$ cat config.mk
export PLATFORM = sky130hd
export DESIGN_NAME = fec_conv_encoder
export DESIGN_NICKNAME = d
export VERILOG_FILES = /design/src/rtl/fec_conv_encoder.sv
export SDC_FILE = /design/constraint.sdc
export NUM_CORES = 1
export LEC_CHECK = 0
export CAP_MARGIN = 15
export CORE_MARGIN = 1.5
export CORE_UTILIZATION = 45
export DETAILED_ROUTE_END_ITERATION = 12
export PLACE_DENSITY_LB_ADDON = 0.12
export SKIP_LAST_GASP = 1
export SLEW_MARGIN = 5
export SYNTH_ARGS = -nofsm -noshare
export SYNTH_HDL_FRONTEND = slang
export SYNTH_SLANG_ARGS = --single-unit
export TNS_END_PERCENT = 30
$ cat constraint.sdc
create_clock -name clk -period 2.5 [get_ports clk]
set_clock_uncertainty 0.15 [all_clocks]
set_input_delay 0.5 -clock clk [delete_from_list [all_inputs] [get_ports clk]]
set_output_delay 0.5 -clock clk [all_outputs]
set_load 0.01 [all_outputs]
$ cat src/rtl/fec_conv_encoder.sv
// Rate-1/2 terminated convolutional encoder: one DATA_W-bit word per req/ack
// transaction, encoded MSB-first with K-1 zero tail bits, packed into code_out.
module fec_conv_encoder #(
    parameter int             DATA_W = 8,
    parameter int             K      = 3,
    parameter logic [K-1:0]   G0     = 3'b111,
    parameter logic [K-1:0]   G1     = 3'b101,
    localparam int            CODE_W = 2 * (DATA_W + K - 1)
) (
    input  logic              clk,
    input  logic              rst,
    input  logic              en,
    input  logic              req,
    input  logic [DATA_W-1:0] data_in,
    output logic              ack,
    output logic              busy,
    output logic [CODE_W-1:0] code_out
);

    localparam int SR_W  = K - 1;
    localparam int CNT_W = $clog2((DATA_W > K) ? DATA_W : K) + 1;

    typedef enum logic [1:0] {
        IDLE,
        ENCODE,
        TAIL,
        DONE
    } state_t;

    state_t              state_q, state_d;
    logic [SR_W-1:0]     sr_q, sr_d;
    logic [CNT_W-1:0]    cnt_q, cnt_d;
    logic [DATA_W-1:0]   data_q, data_d;
    logic [CODE_W-1:0]   acc_q, acc_d;
    logic [CODE_W-1:0]   code_q, code_d;
    logic                ack_q, ack_d;
    logic                busy_q, busy_d;

    logic                enc_bit;
    logic [K-1:0]        taps;
    logic                c0;
    logic                c1;
    logic [SR_W-1:0]     sr_shift;
    logic [CODE_W-1:0]   acc_shift;

    // The latched word is shifted left as it is consumed, so its MSB is
    // always the next bit to encode; tail cycles feed zeros.
    always_comb begin
        enc_bit   = (state_q == ENCODE) ? data_q[DATA_W-1] : 1'b0;
        taps      = {enc_bit, sr_q};
        c0        = ^(G0 & taps);
        c1        = ^(G1 & taps);
        sr_shift  = SR_W'(taps >> 1);
        acc_shift = {acc_q[CODE_W-3:0], c0, c1};
    end

    always_comb begin
        state_d = state_q;
        sr_d    = sr_q;
        cnt_d   = cnt_q;
        data_d  = data_q;
        acc_d   = acc_q;
        code_d  = code_q;
        ack_d   = ack_q;
        busy_d  = busy_q;

        case (state_q)
            IDLE: begin
                if (req) begin
                    data_d  = data_in;
                    sr_d    = '0;
                    acc_d   = '0;
                    cnt_d   = '0;
                    busy_d  = 1'b1;
                    state_d = ENCODE;
                end
            end

            ENCODE: begin
                data_d = data_q << 1;
                sr_d   = sr_shift;
                acc_d  = acc_shift;
                if (cnt_q == CNT_W'(DATA_W - 1)) begin
                    cnt_d   = '0;
                    state_d = TAIL;
                end else begin
                    cnt_d = cnt_q + 1'b1;
                end
            end

            TAIL: begin
                sr_d  = sr_shift;
                acc_d = acc_shift;
                // The final tail pair goes straight into code_out alongside the accumulator.
                if (cnt_q == CNT_W'(K - 2)) begin
                    cnt_d   = '0;
                    code_d  = acc_shift;
                    ack_d   = 1'b1;
                    state_d = DONE;
                end else begin
                    cnt_d = cnt_q + 1'b1;
                end
            end

            DONE: begin
                ack_d   = 1'b0;
                busy_d  = 1'b0;
                state_d = IDLE;
            end

            default: begin
                state_d = IDLE;
            end
        endcase
    end

    always_ff @(posedge clk) begin
        if (rst) begin
            state_q <= IDLE;
            sr_q    <= '0;
            cnt_q   <= '0;
            data_q  <= '0;
            acc_q   <= '0;
            code_q  <= '0;
            ack_q   <= 1'b0;
            busy_q  <= 1'b0;
        end else if (en) begin
            state_q <= state_d;
            sr_q    <= sr_d;
            cnt_q   <= cnt_d;
            data_q  <= data_d;
            acc_q   <= acc_d;
            code_q  <= code_d;
            ack_q   <= ack_d;
            busy_q  <= busy_d;
        end
    end

    assign ack      = ack_q;
    assign busy     = busy_q;
    assign code_out = code_q;

endmodule

======== Word-level counts from Yosys, hierarchy flattened ========
Cells that the tools add are included.
word-level totals
  register bits ........................... 56
  output and inout port bits .............. 22
operators by class
  add/subtract/negate cells ............... 1
  equal/unequal tests ..................... 8
  muxes and demuxes ....................... 19
  reduce and logical (&&, ||, !) cells .... 16
operator list
  operator                                       count
  case mux 18 bit (2 select lines)               1
  2-to-1 mux 18 bit                              1
  AND reduction 3 bit                            6
  case mux 8 bit (2 select lines)                1
  2-to-1 mux 4 bit                               3
  case mux 4 bit (3 select lines)                1
  2-to-1 mux 2 bit                               4
  2-to-1 mux 8 bit                               1
  case mux 2 bit (4 select lines)                1
  nonzero test 2 bit                             4
  parity 3 bit                                   2
  adder 4 x 1 -> 4 bit, second input constant    1
  == test 2 bit, second input constant           2
  == test 4 x 1 -> 1 bit, second input constant  1
  == test 4 x 3 -> 1 bit, second input constant  1
  != test 2 bit, second input constant           2
  case mux 1 bit (2 select lines)                2
  case mux 2 bit (2 select lines)                1
  AND reduction 4 bit                            1
  2-to-1 mux 1 bit                               3
  nonzero test 3 bit                             1
  == test 2 x 1 -> 1 bit, second input constant  1
  zero test 2 bit                                1
  != test 2 x 1 -> 1 bit, second input constant  1
  OR reduction 2 bit                             1

======== Longest topological paths before layout ========
Gate-level depths: netlist of the first run.
  depth in word-level cells ............... 4
  gate-level depth with buffers ........... 8
  gate-level depth less buffers ........... 6

======== Worst setup path after synthesis of the first run ========
No wires, ideal clock.
  path kind ............................... flip-flop to flip-flop
  from .................................... register state_q[0]
  to ...................................... register cnt_q[2]
  arrival ................................. 1.605 ns
  required time ........................... 2.280 ns
  slack ................................... 0.675 ns
  stages on the path, launching flop included .. 8
  buffers on the path ..................... 1
  period minus slack after synthesis ...... 1.825 ns
  cell sequence ........................... dfxtp_1 -> inv_1 -> ha_1 -> buf_6 -> mux2_4 -> nand2_4 -> or4_1 -> a21oi_1
between the ends
  word-level cells in the longest chain between the ends .. 3
ends and longest elaborated chain
  element                                                               line  source
  start, declared                                                       30    state_t state_q, state_d;
  start signal, assigned                                                128   state_q <= state_d;
  == test 2 x 1 -> 1 bit, or another cell as far along                  67    case (state_q)
  nonzero test 3 bit (no line) / != test 2 bit (equally long branches)  --
  AND reduction 3 bit (no line)                                         --
  end signal, assigned                                                  130   cnt_q <= cnt_d;
  end, declared                                                         32    logic [CNT_W-1:0] cnt_q, cnt_d;
Parallel ways exist; a longest one is shown, timed or not.
A chain may end at the register's enable or synchronous reset.

======== Worst setup path after layout of the first run ========
  from .................................... register state_q[0]
  to ...................................... register state_q[0]
between the ends
  word-level cells in the longest chain between the ends .. 3
ends and longest elaborated chain
  element                                                                   line
  == test 2 bit, or another cell as far along                               67
  != test 2 bit (no line) / != test 2 x 1 -> 1 bit (equally long branches)  --
  AND reduction 4 bit (no line)                                             --
Parallel ways exist; a longest one is shown, timed or not.

==> reports/metrics.cfg, run 1 <==
[routing]
dr.pass1.iters = 4
vias = 1812
drtAntennaViolNets = 0
wl_per_cell_um = 12.0
routed_wl_um = 4270
drc = 0
avgViaCountPerCell = 5.08
first_iter_violations = 125

[pwr]
power.internal_uw = 1220
seqPwrFrac_pct = 56.8
vdd_ir_drop_max_uv = 310
power.switching_uw = 404
p_total_uw = 1620
p_comb_share_pct = 11.8
power.leakage_uw = 0.000986
power_frac_clock_pct = 31.4
powerDensity_nw_per_um2 = 584
swShare_pct = 24.9

[sta]
hold_viol = 0
min_period_over_period_pct = 79.5
setup-violations-final = 0
tns_ps = 0
slew_headroom_pct = 68.6
drv_slew = 0
rsz0062_at_grt = false
fmax_mhz = 503
tightest_slew_ps = 465
period_needed_ps = 1990

[clocking]
cts_buffers = 5
clock_latency_ps = 310
cts.htree.levels = 2
clkSinkCount = 56
cts_setup_buffers = 0
cts_tree = done
cts_hold_buffers = 0
clk_pin_slew_ps = 90
root_buffer = clkbuf_8
cts_resized = 0
clockBufferDepth = 2

[run]
cap_viol_max_count = 0

[die]
die_area_um2 = 5530
initial_core_util_pct = 47.6
chipWidth_um = 74.4
chipHeight_um = 74.4
coreArea_um2 = 4820
rows = 25
ioPinCount = 34

[logic_synthesis]
synth-seq-cells = 56
synth_edf_count = 0
yosysSeqAreaShare_pct = 48.9
synth_cell_types = 38
async_reset_ff_share_pct = 0
synth_ff_type = dfxtp_1
syn_nets = 277
ys_warn_count = 0
synth_cells = 259
syn_area_um2 = 2290
avgSynthCellArea_um2 = 8.86

[grt]
antenna_found_initial = 0
grt_pass1_wl_um = 7290
grt_pass1_vias = 1575
grt_usage_pct = 17.2
grt_overflow = 0
grt_max_degree = 47

[hold_path]
worstHoldStart = acc_q[17]
hold_path.class = flip-flop to flip-flop
holdPathStages = 2
whs_endpoint = code_out[19]

[worst_setup_path]
critical_path.cell_chain = inv_1 -> ha_1 -> nor4bb_1 -> o311ai_2 -> o311a_1
slowest_delay_ps = 470
r2r_end = state_q[0]
rrSetupSlack_ps = 510
reg2reg_depth = 5
worstPathMaxFanout = 7
worstPathRequired_ps = 2550
worstSetupEndpointType = flip-flop
slowest_stage = nor4bb_1
worstSetupStartpointType = flip-flop
rr_startpoint = state_q[0]
arrival_ps = 2040
critPathKind = flip-flop to flip-flop

[finish]
nets = 307
syn_to_final_growth_pct = 21.1
drive_above_1_share_pct = 7.59
antennaDiodeCount = 0

[place]
dp_hpwl_um = 2820
place_congestion = 0.733
portBuffers = 33

[run_status]
run_status = finished, final reports clean

[per-layer routing]
metal  share of wire [%]  vias to the layer above  routed length, um  GRT usage (%)
met5                   0                        -                  0              0
met4                 1.6                        0                 70           7.27
met3                 4.2                        6                181           4.07
met2                  47                       35               1990           27.4
met1                  48                      816               2030           22.3
li1                    -                      955                  -              -
[final cells by class]
class	instances	area (um^2)
fill	488	2040
tap	67	83.8
clock inverter	1	7.51
clock buffer	7	86.3
timing repair buffer	41	398
sequential	56	1120
multi-input combinational	180	1060
inverter	5	18.8
[cell families (layout without fill, tap and decap cells)]
family	after synthesis	after routing	synth area share, %
XOR/XNOR	2	2	1.09
AND/OR/NAND/NOR	101	101	20.0
flip-flops	56	56	48.9
multiplexers	10	10	4.58
AO/OA/AOI/OAI	61	61	17.3
adder cells (fa/ha/maj)	6	6	3.27
buffers and inverters	23	54	4.80
[flip-flops by register name, indices dropped and copies added, names as in the netlist]
register,count
ack,1
state_q,2
code_out,20
cnt_q,4
busy,1
sr_q,2
data_q,8
acc_q,18
[worst max-delay path, delay by kind of cell (launching register included)]
kind	cells	cell delay, ps
AO/OA/AOI/OAI	2	520
adder cells (fa/ha/maj)	1	290
buffers and inverters	1	90
flip-flops	1	370
AND/OR/NAND/NOR	1	470
[stage by stage]
stage / util (%) / setup WS, ps / hold slack, ps / area (um^2) / cells
global placement: 55.7 / 350 / 291 / 2680 / 349
global route: 57.7 / 396 / 321 / 2780 / 357
detailed placement: 55.7 / 339 / 296 / 2680 / 349
floorplan: - / 675 / 282 / 2290 / 259
CTS: 57.7 / 529 / 309 / 2780 / 357
finish: 57.7 / 512 / 304 / 2780 / 357
[how the worst max path moves through the flow]
stage / to / slack, ps / from / cells after the start
global route: state_q[0] / 400 / state_q[0] / 5
global placement: acc_q[16] / 350 / req / 6
detailed placement: acc_q[6] / 340 / req / 6
CTS: state_q[0] / 530 / state_q[0] / 5
floorplan: cnt_q[2] / 680 / state_q[0] / 7
finish: state_q[0] / 510 / state_q[0] / 5
[Yosys cell counts (2+ instances only)]
cell | instances | area [um^2]
a211oi_1 | 7 | 52.6
a21oi_1 | 25 | 125
a22oi_1 | 18 | 135
and3_1 | 2 | 12.5
buf_2 | 7 | 35.0
buf_4 | 2 | 15.0
clkbuf_1 | 8 | 30.0
dfxtp_1 | 56 | 1120
ha_1 | 6 | 75.1
inv_1 | 5 | 18.8
mux2i_1 | 9 | 90.1
nand2_1 | 45 | 169
nand2b_1 | 3 | 18.8
nand3_1 | 4 | 20.0
nand4_1 | 2 | 12.5
nor2_1 | 32 | 120
nor2b_1 | 2 | 12.5
nor3_1 | 3 | 15.0
o21ai_0 | 4 | 20.0
[cell usage in the layout (no fill, tap or decap), types with 2 or more instances in the layout]
cell / count
nor2_1: 32
buf_4: 7
clkdlybuf4s50_1: 32
clkbuf_8: 6
mux2i_1: 9
a211oi_1: 7
nand2_1: 45
a22oi_1: 18
nand3_1: 4
nor3_1: 3
nand4_1: 2
nand2b_1: 3
o21ai_0: 4
and3_1: 2
a21oi_1: 25
dfxtp_1: 56
inv_1: 5
ha_1: 6
nor2b_1: 2
[power groups by stage]
| stage | Clock [uW] | Sequential, uW | Combinational (uW) |
|---|---|---|---|
| after floorplan | 0 | 941 | 143 |
| after global placement | 0 | 942 | 192 |
| after detailed placement | 0 | 943 | 191 |
| after CTS | 526 | 922 | 192 |
| after global routing | 569 | 924 | 210 |
| final | 510 | 922 | 191 |
(Power assumes the default switching activity.)
==> run 2: changes to the inputs <==
==> constraint.sdc (replaced) <==
create_clock -name clk -period 1.9 [get_ports clk]
set_clock_uncertainty 0.15 [all_clocks]
set_input_delay 0.38 -clock clk [delete_from_list [all_inputs] [get_ports clk]]
set_output_delay 0.38 -clock clk [all_outputs]
set_load 0.01 [all_outputs]
==> run 2 against run 1 <==
  * Design area increased by 4.7%
  * Sequential power increased by 31%
  * Maximum frequency increased by 7.8%
  * Register-to-register slack got worse by 460 ps
  * Largest cell class unchanged
==> reports/metrics.cfg, run 2 (same netlist as run 1, synthesis figures left out) <==
[hold_path]
hold_path.class = input port to flip-flop  ; was flip-flop to flip-flop
holdPathStages = 2  ; unchanged
whs_endpoint = state_q[1]  ; was code_out[19]
worstHoldStart = rst  ; was acc_q[17]

[finish]
layout_commonest_cell = dfxtp_1  ; unchanged
syn_to_final_growth_pct = 26.8  ; was 21.1%
antennaDiodeCount = 0  ; unchanged
nets = 317  ; was 307
largest_register_ffs = 20  ; unchanged
drive_above_1_share_pct = 11.3  ; was 7.59%
final_util_pct = 60.4  ; was 57.7%
stdcell_area_um2 = 2910  ; was 2780 um^2
final_cell_mix = dfxtp_1 (55), nand2_1 (45), nor2_1 (32), clkdlybuf4s50_1 (32), a21oi_1 (25)  ; was dfxtp_1 (56), nand2_1 (45), nor2_1 (32), clkdlybuf4s50_1 (32), a21oi_1 (25)

[sta]
fmax_mhz = 542  ; was 503 MHz
hold_viol = 0  ; unchanged
fin_ws_ps = 55.9  ; was 512 ps
min_period_over_period_pct = 97.1  ; was 79.5%
drv_slew = 0  ; unchanged
slew_headroom_pct = 74.9  ; was 68.6%
tightest_slew_ps = 375  ; was 465 ps
rsz0062_at_grt = true  ; was false
period_needed_ps = 1840  ; was 1990 ps
setup-violations-final = 0  ; unchanged

[clocking]
cts_buffers = 5  ; unchanged
cts.htree.levels = 2  ; unchanged
clk_pin_slew_ps = 100  ; was 90 ps
cts_hold_buffers = 0  ; unchanged
clock_latency_ps = 300  ; was 310 ps
cts_tree = done  ; unchanged
cts_setup_buffers = 0  ; unchanged
clkSinkCount = 56  ; unchanged
clockBufferDepth = 2  ; unchanged
root_buffer = clkbuf_8  ; unchanged

[pwr]
power.leakage_uw = 0.00105  ; was 0.000986 uW
vdd_ir_drop_max_uv = 411  ; was 310 uV
powerDensity_nw_per_um2 = 785  ; was 584 nW/um^2

[worst_setup_path]
reg2reg_depth = 6  ; was 5
rr_startpoint = state_q[1]  ; was state_q[0]
worstPathMaxFanout = 4  ; was 7
critPathKind = flip-flop to flip-flop  ; unchanged
worstPathRequired_ps = 1990  ; was 2550 ps
arrival_ps = 1940  ; was 2040 ps
r2r_end = cnt_q[2]  ; was state_q[0]
worstSetupEndpointType = flip-flop  ; unchanged
worstSetupStartpointType = flip-flop  ; unchanged
rrSetupSlack_ps = 60  ; was 510 ps

[routing]
first_iter_violations = 89  ; was 125
drtAntennaViolNets = 0  ; unchanged
dr.pass1.iters = 4  ; unchanged
drc = 0  ; unchanged
wl_per_cell_um = 11.9  ; was 12.0 um
routed_wl_um = 4380  ; was 4270 um
avgViaCountPerCell = 5.05  ; was 5.08
vias = 1853  ; was 1,812

[grt]
grt_pass1_wl_um = 7530  ; was 7290 um
grt_max_degree = 42  ; was 47
antenna_found_initial = 0  ; unchanged
grt_pass1_vias = 1720  ; was 1,575
grt_overflow = 0  ; unchanged
grt_usage_pct = 17.2  ; about the same

[place]
dp_hpwl_um = 2970  ; was 2820 um
place_congestion = 0.837  ; was 0.733
placed_area_um2 = 2770  ; was 2680 um^2
pre_cts_ws_ps = -138  ; was 339 ps
portBuffers = 33  ; unchanged

[die]
coreArea_um2 = 4820  ; unchanged
ioPinCount = 34  ; unchanged
chipHeight_um = 74.4  ; unchanged
rows = 25  ; unchanged
die_area_um2 = 5530  ; unchanged
chipWidth_um = 74.4  ; unchanged
initial_core_util_pct = 47.6  ; unchanged

[run]
cap_viol_max_count = 0  ; unchanged

[run_status]
run_status = finished, final reports clean  ; unchanged

run 2: cell count changes in the layout (fill, tap and decap cells not counted), sizes merged:
| cell | previous run | this run |
|---|---|---|
| buf | 9 | 19 |
| bufinv | 0 | 1 |
| clkbuf | 7 | 6 |
| clkinvlp | 1 | 0 |
| inv | 5 | 6 |
run 2: through the flow:
step	hold WS [ps]	std cells	total power, uW	TNS [ps]
floorplan	282	259	1430	0
detailed placement	296	359	1520	-2780
CTS	292	367	2310	0
global route	298	367	2400	-179
global placement	291	359	1520	-2060
finish	292	367	2280	0
run 2: timing repair:
item,in CTS,in global routing
hold endpoints to repair,0,0
resized for setup,1,5
endpoints found under the setup margin,1,31
run 2: how the worst max path moves through the flow:
stage / from / end / slack [ps] / cells past startpoint
final: state_q[1] / cnt_q[2] / 60 / 6
after global routing: state_q[1] / state_q[1] / -20 / 7
after CTS: state_q[1] / state_q[0] / 30 / 5
after detailed placement: en / acc_q[4] / -140 / 5
after global placement: en / acc_q[8] / -80 / 5
after floorplan: state_q[0] / cnt_q[2] / 80 / 7
run 2: layout make-up:
cell class              instances  area [um^2]
fillers                       453         1910
clock inverters                 2         38.8
well taps                      67         83.8
flip-flops and latches         56         1120
inverters                       5         18.8
multi-input cells             180         1080
clock buffers                   6         72.6
repair buffers                 51          493
run 2: power breakdown:
part           leakage [uW]  switching (uW)  internal [uW]
Sequential         0.000453            15.0           1200
Clock             0.0000558             381            399
Combinational      0.000542             152            139
Total               0.00105             548           1740
run 2: metal layers:
metal / vias up / track usage (%) / share of wire (%)
met5: - / 0 / 0
met4: 0 / 3.64 / 0.78
met3: 4 / 4.07 / 2.9
met2: 27 / 30.2 / 48
met1: 852 / 21.6 / 49
li1: 970 / - / -
run 2: worst max-delay path: stages, from the launching register on:
cell,delay (ps)
dfxtp_1,400
inv_1,80
ha_1,300
mux2_4,170
nand2_4,50
or4_1,520
a21oi_1,120
==> run 3: changes to the inputs <==
--- a/config.mk
+++ b/config.mk
@@ -8,6 +8,7 @@
 export CAP_MARGIN = 15
 export CORE_MARGIN = 1.5
 export CORE_UTILIZATION = 45
+export CTS_CLUSTER_SIZE = 28
 export DETAILED_ROUTE_END_ITERATION = 12
 export PLACE_DENSITY_LB_ADDON = 0.12
 export SKIP_LAST_GASP = 1
==> constraint.sdc (replaced) <==
create_clock -name clk -period 1.6 [get_ports clk]
set_clock_uncertainty 0.15 [all_clocks]
set_input_delay 0.32 -clock clk [delete_from_list [all_inputs] [get_ports clk]]
set_output_delay 0.32 -clock clk [all_outputs]
set_load 0.01 [all_outputs]
==> run 3 against run 2 <==
  * The run now ends with setup timing left
  * Maximum frequency increased by 7.8%
  * Critical path type unchanged
  * Combinational power increased by 71%
  * Clock-buffer cell count unchanged
  * Sequential power increased by 19%
  * Critical path depth decreased by 1
  * Register-to-register slack got worse by 170 ps
  * Sequential cell count unchanged
  * Global-route usage increased by 2.1 points
  * First-iteration DRC count increased by 29%
==> reports/metrics.cfg, run 3 (same netlist as run 1, synthesis figures left out) <==
[run_status]
run_status = finished, violations left  ; was finished, final reports clean
violations = setup timing

[finish]
syn_to_final_growth_pct = 46.4  ; was 26.8%
final_cell_mix = dfxtp_1 (52), nand2_1 (35), nor2_1 (31)  ; was dfxtp_1 (55), nand2_1 (45), nor2_1 (32), clkdlybuf4s50_1 (32), a21oi_1 (25)
final_util_pct = 69.7  ; was 60.4%
fin_cells = 384  ; was 367
layout_commonest_cell = dfxtp_1  ; unchanged
nets = 334  ; was 317
largest_register_ffs = 20  ; unchanged
antennaDiodeCount = 0  ; unchanged
drive_above_1_share_pct = 29.7  ; was 11.3%
fillers = 405  ; was 453

[place]
pre_cts_ws_ps = -285  ; was -138 ps
dp_cells = 367  ; was 359
place_congestion = 0.777  ; was 0.837
portBuffers = 33  ; unchanged
dp_hpwl_um = 3280  ; was 2970 um

[sta]
finalHoldWorstSlack_ps = 220  ; was 292 ps
fmax_mhz = 585  ; was 542 MHz
period_needed_ps = 1710  ; was 1840 ps
fin_ws_ps = -111  ; was 55.9 ps
tns_ps = -2240  ; was 0 ps
hold_viol = 0  ; unchanged
drv_slew = 0  ; unchanged
rsz0062_at_grt = true  ; unchanged
slew_headroom_pct = 75.0  ; was 74.9%
tightest_slew_ps = 373  ; was 375 ps
min_period_over_period_pct = 107  ; was 97.1%
setup-violations-final = 58  ; was 0

[routing]
first_iter_violations = 115  ; was 89
drtAntennaViolNets = 0  ; unchanged
dr.pass1.iters = 4  ; unchanged
avgViaCountPerCell = 5.15  ; was 5.05
routed_wl_um = 5300  ; was 4380 um
wl_per_cell_um = 13.8  ; was 11.9 um
vias = 1979  ; was 1,853
drc = 0  ; unchanged

[die]
die_area_um2 = 5530  ; unchanged
chipHeight_um = 74.4  ; unchanged
rows = 25  ; unchanged
initial_core_util_pct = 47.6  ; unchanged
ioPinCount = 34  ; unchanged
coreArea_um2 = 4820  ; unchanged
chipWidth_um = 74.4  ; unchanged

[worst_setup_path]
critPathKind = flip-flop to flip-flop  ; unchanged
worst-path-buf-inv = 1  ; unchanged
worstSetupStartpointType = flip-flop  ; unchanged
arrival_ps = 1760  ; was 1940 ps
slowest_delay_ps = 390  ; was 520 ps
worstPathRequired_ps = 1650  ; was 1990 ps
slowest_stage = dfxtp_4  ; was or4_1
worstPathMaxFanout = 6  ; was 4
cp.depth = 5  ; was 6
worstSetupEndpointType = flip-flop  ; unchanged
reg2reg_depth = 5  ; was 6
cp_top_family = compound AO/OA/AOI/OAI gates  ; was simple AND/OR/NAND/NOR gates
critical_path.cell_chain = inv_4 -> ha_4 -> nor4bb_4 -> o311ai_4 -> o311a_1  ; was inv_1 -> ha_1 -> mux2_4 -> nand2_4 -> or4_1 -> a21oi_1

[grt]
grt_max_degree = 25  ; was 42
grt_pass1_vias = 1798  ; was 1,720
grt_pass1_wl_um = 8290  ; was 7530 um
grt_usage_pct = 19.3  ; was 17.2%
grt_overflow = 0  ; unchanged
antenna_found_initial = 0  ; unchanged

[clocking]
cts_tree = done  ; unchanged
cts_buffers = 5  ; unchanged
cts.htree.levels = 2  ; unchanged
clock_latency_ps = 310  ; was 300 ps
clkSinkCount = 56  ; unchanged
root_buffer = clkbuf_8  ; unchanged
clk_pin_slew_ps = 90  ; was 100 ps
clockBufferDepth = 2  ; unchanged

[pwr]
power.leakage_uw = 0.00135  ; was 0.00105 uW
vdd_ir_drop_max_uv = 537  ; was 411 uV
powerDensity_nw_per_um2 = 809  ; was 785 nW/um^2

[hold_path]
hold_path.class = input port to flip-flop  ; unchanged
holdPathStages = 2  ; unchanged

[run]
cap_viol_max_count = 0  ; unchanged

## run 3: layout make-up
type	instances	area [um^2]	share of cell area [%]
multi-input cells	180	1320	39.2
flip-flops and latches	56	1130	33.8
repair buffers	68	718	21.4
inverters	5	21.3	0.633
clock buffers	6	72.6	2.16
clock inverters	2	13.8	0.410
well taps	67	83.8	2.50
## run 3: routing by layer
layer,share of wire (%),GRT usage (%),routed length [um],vias up
li1,-,-,-,1012
met1,48,27.5,2530,918
met2,47,29.7,2490,45
met3,4.4,4.74,234,4
met4,0.89,4.85,47,0
met5,0,0,0,-
## run 3: what timing repair did
item	4_1_cts	5_1_grt
pin swaps	12	23
cloned	1	2
buffers inserted	3	3
hold endpoints to repair	0	0
hold buffers	0	0
setup endpoints to repair	67	71
gates resized for setup	24	44
## run 3: worst paths after layout
path | startpoint | to | slack (ps)
worst max-delay path | state_q[0] | state_q[0] | -110
worst min-delay path | rst | data_q[0] | 220
worst max register to register | state_q[0] | state_q[0] | -110
worst min register to register | code_out[10] | code_out[10] | 310
## run 3: stage by stage
step | area [um^2] | power (uW)
after floorplan | 2340 | 1710
after global placement | 2890 | 1860
after detailed placement | 2890 | 1870
after CTS | 3120 | 2690
after global routing | 3360 | 2810
final | 3360 | 2720
## run 3: power breakdown
part           total, uW  leakage [uW]  switching, uW  internal [uW]
registers           1440      0.000455           22.7           1420
logic                499      0.000849            240            259
clock network        772     0.0000456            459            313
total               2720       0.00135            721           1990
